<file path="src/rtl/clk_div_pkg.sv">
// Shared types and helpers for the divided-clock duty/period checker.
// Expected period/high time are derived from the divide ratio.
package clk_div_pkg;

  typedef enum logic {
    IDLE  = 1'b0,
    ARMED = 1'b1
  } arm_state_e;

  typedef struct packed {
    logic period;
    logic duty;
    logic stuck;
  } err_flags_t;

  // Expected period of a 50%-duty divide-by-div clock, in half-cycles.
  function automatic int unsigned exp_period(input int unsigned div);
    return 2 * div;
  endfunction

  // Expected high time, in half-cycles.
  function automatic int unsigned exp_high(input int unsigned div);
    return div;
  endfunction

endpackage

</file>
<file path="src/rtl/clk_div_dual_edge_sampler.sv">
// Samples div_in on both clk edges and presents one ordered half-sample pair
// per clk cycle, plus rising-edge detection within that pair.
module clk_div_dual_edge_sampler
  import clk_div_pkg::*;
(
  input  logic clk,
  input  logic reset,
  input  logic div_in,
  output logic h0,
  output logic h1,
  output logic rise,
  output logic rise_pos
);

  logic s_neg;
  logic s_pos;
  logic h0_q;
  logic prev;

  always_ff @(negedge clk) begin
    if (reset) begin
      s_neg <= 1'b0;
    end else begin
      s_neg <= div_in;
    end
  end

  // h0 is re-registered here so the pair stays ordered after the next negedge.
  always_ff @(posedge clk) begin
    if (reset) begin
      h0_q  <= 1'b0;
      s_pos <= 1'b0;
      prev  <= 1'b0;
    end else begin
      h0_q  <= s_neg;
      s_pos <= div_in;
      prev  <= s_pos;
    end
  end

  assign h0       = h0_q;
  assign h1       = s_pos;
  assign rise     = (~prev & h0_q) | (~h0_q & s_pos);
  // 1: edge falls on h1; 0: edge on h0 (only meaningful when rise is set).
  assign rise_pos = ~h0_q & s_pos;

endmodule

</file>
<file path="config.mk">
export PLATFORM = sky130hd
export DESIGN_NAME = clk_div_dual_edge_sampler
export DESIGN_NICKNAME = d
export VERILOG_FILES = /design/src/rtl/clk_div_pkg.sv /design/src/rtl/clk_div_dual_edge_sampler.sv
export SDC_FILE = /design/constraint.sdc
export NUM_CORES = 1
export LEC_CHECK = 0
export BUFFER_PORTS_ARGS = -buffer_cell sky130_fd_sc_hd__buf_4
export CAP_MARGIN = 20
export CORE_AREA = 2 2 39 41
export DETAILED_ROUTE_END_ITERATION = 6
export DIE_AREA = 0 0 41 43
export PLACE_DENSITY = 0.3
export SKIP_CTS_REPAIR_TIMING = 1
export SYNTH_ARGS = -nofsm -noshare
export SYNTH_HDL_FRONTEND = slang
export SYNTH_SLANG_ARGS = --single-unit
</file>
<file path="constraint.sdc">
create_clock -name clk -period 0.95 [get_ports clk]
set_clock_uncertainty 0.1 [all_clocks]
set_input_delay 0.285 -clock clk [delete_from_list [all_inputs] [get_ports clk]]
set_output_delay 0.285 -clock clk [all_outputs]
set_load 0.01 [all_outputs]
</file>
==> summary.md <==
| Metric | Value |
|---|---|
| Status | finished with violations |
| Failing checks | setup timing |
| Total CTS buffers | 3 |
| Top post-synthesis cells by area | dfxtp_1, nor2b_1, and2b_2 |
| Post-synthesis sequential area ratio | 0.667 |
| Wirelength, routed | 218 um |
| Fraction of layout cells with a size suffix above 1 | 0.682 |
| Clock-pin slew on the worst setup and hold paths | 0.04 ns |
| Initial antenna violation count | 0 |
| Number of global-route vias before repair | 112 |
| Psw | 0.000101 W |
| Io pins | 7 |
| Net count of the finished layout | 26 |
| Initial Util | 0.0868 |
| DR WL met3 | 56 um |
| Area leader, netlist | dfxtp_1 |
| Worst Hold Path Cells | 2 |
| Drt via density | 2.87 |
| Slew Viols, Final | 0 |
| Switch share | 0.216 |
| CP Launch Type | register |
| Clock Power Share | 0.519 |
| DR pass1 iterations | 2 |
| Core Rows | 14 |
| Synthesized area | 120 um^2 |
| Fmax | 0.770 GHz |
| Commonest non-fill, non-tap cell in the layout | buf_4 |
| Internal power | 0.000369 W |
| GRT Total Usage | 0.0452 |
| Worst-Margin Slew | ~0.11 ns |
| GR Overflow Total | 0 |
| Number of diodes | 0 |
| Combinational share of power | 0.097 |
| Register Area | 85.1 um^2 |
| Syn_nets | 14 |
| Crit Path Max Fanout | 4 |
| Synthesis-stage register bit count | 4 |
| Num Clock Sinks | 4 |
| Minimum clock period | 1.30 ns |
| Chip height | 43 um |
| Via count | 109 |
| MaxCap Viol Count | 0 |
| Fill cell count | 151 |
| Worst-Skew Late Latency | 0.28 ns |
| Number of library cell types mapped by synthesis | 6 |
| Uppermost layer routed | met3 |
| GP Congestion | around 0.55 |
| Cells after Synth | 11 |
| WL met1 | 77 um |
| Synth warn | 0 |
| Most frequent cells in the layout | buf_4, clkbuf_4, nor2b_1, dfxtp_1 |
| Routed len/inst | 5.74 um |
| WS Path Type | register to primary output |
| CP arrival | just over 0.9 ns |
| Chip Width | 41 um |
| Initial DRC Count | 2 |
| Core Util, Final | 0.173 |
| Htree depth | 1 |
| Detail Route Antenna Nets | 0 |
| Final hold viol count | 0 |
| PD cells | 1970 nW/um^2 |
| CP Capture Type | primary output |
| Worst vdd ir | about 0.59 mV |
| Largest net degree at the start of global routing | 5 |
| Wire length of the first global-routing pass | 407 um |
| Metal2 WL | 84 um |
| DRC viols | 0 |
| RSZ-0062 raised after global routing | yes |
| Final period util | 1.37 |
| Core Box Area | 1380 um^2 |
| Full die area | 1760 um^2 |
| # port buffers | 6 |
| Clk buf depth | 2 |
| CTS Root Buffer Type | clkbuf_4 |
| Lkg Pwr | 0.110 nW |
| Slew headroom | 0.925 |
| Final setup margin | -0.349 ns |
| Final setup violation count | 5 |
| Sequential power share | 0.384 |
| Multi-input logic area | ~48 um^2 |
| WHS | 0.128 ns |
| Hold WC Path Type | input port to register |
| CTS tree | built |
| Mapped Avg Cell Area | 10.9 um^2 |
| Data required, critical path | 0.56 ns |
| Area share of the largest cell type after synthesis | 0.667 |
| R2R cell count | 1 |
| Area delta synth->final | 99.0% |
power by group through the flow:
stage          Sequential (W)  Combinational [W]   Clock, W
2_1_floorplan        0.000184          0.0000159  0.0000132
3_5_place_dp         0.000183          0.0000444  0.0000132
6_report             0.000181          0.0000457   0.000244
3_3_place_gp         0.000183          0.0000437  0.0000132
5_1_grt              0.000182          0.0000503   0.000277
4_1_cts              0.000181          0.0000446   0.000259
critical path, stage by stage, from the launching register on:
cell and delay, ns:
dfxtp_4 0.35, and2b_2 0.21, buf_6 0.11
worst paths after layout:
kind | start | endpoint | slack, ns
min | reset | h1$_DFF_P_ | 0.13
max | h0$_SDFF_PP0_ | rise_pos | -0.35
max reg2reg | s_neg$_DFF_N_ | h0$_SDFF_PP0_ | -0.17
min reg2reg | h1$_DFF_P_ | prev$_SDFF_PP0_ | 0.38
through the flow:
stage / power, W / TNS, ns / std cells / area (um^2) / setup slack (ns)
6_report: 0.000470 / -1.09 / 38 / 239 / -0.349
3_5_place_dp: 0.000241 / -0.526 / 34 / 209 / -0.242
5_1_grt: 0.000510 / -1.31 / 38 / 239 / -0.390
3_3_place_gp: 0.000240 / -0.505 / 34 / 209 / -0.239
2_1_floorplan: 0.000213 / -0.254 / 11 / 136 / -0.123
4_1_cts: 0.000484 / -1.16 / 38 / 235 / -0.372
cell type report:
cell class | instances | area share
sequential | 4 | 0.356
tap | 16 | 0.0838
clock buffer | 4 | 0.110
timing repair buffer | 7 | 0.236
clock inverter | 1 | 0.0157
multi-input combinational | 6 | 0.199
kinds of logic after synthesis:
group,synth area share
simple gates,0.260
flops,0.667
compound gates,0.0416
buf+inv,0.0312
synthesized netlist by cell type:
cell and instances:
a21oi_1 1, nor2_1 1, dfxtp_1 4, and2b_2 1
inv_1 1, nor2b_1 3
registers in the layout, indices dropped and copies added (netlist names):
signal	flops
h1	1
s_neg	1
h0	1
prev	1
routing by layer:
layer,up-vias,track usage
met5,-,0
met2,11,0.0438
met4,0,0.0400
met3,0,0.0785
met1,44,0.0323
li1,54,-
(Power assumes the default switching activity.)
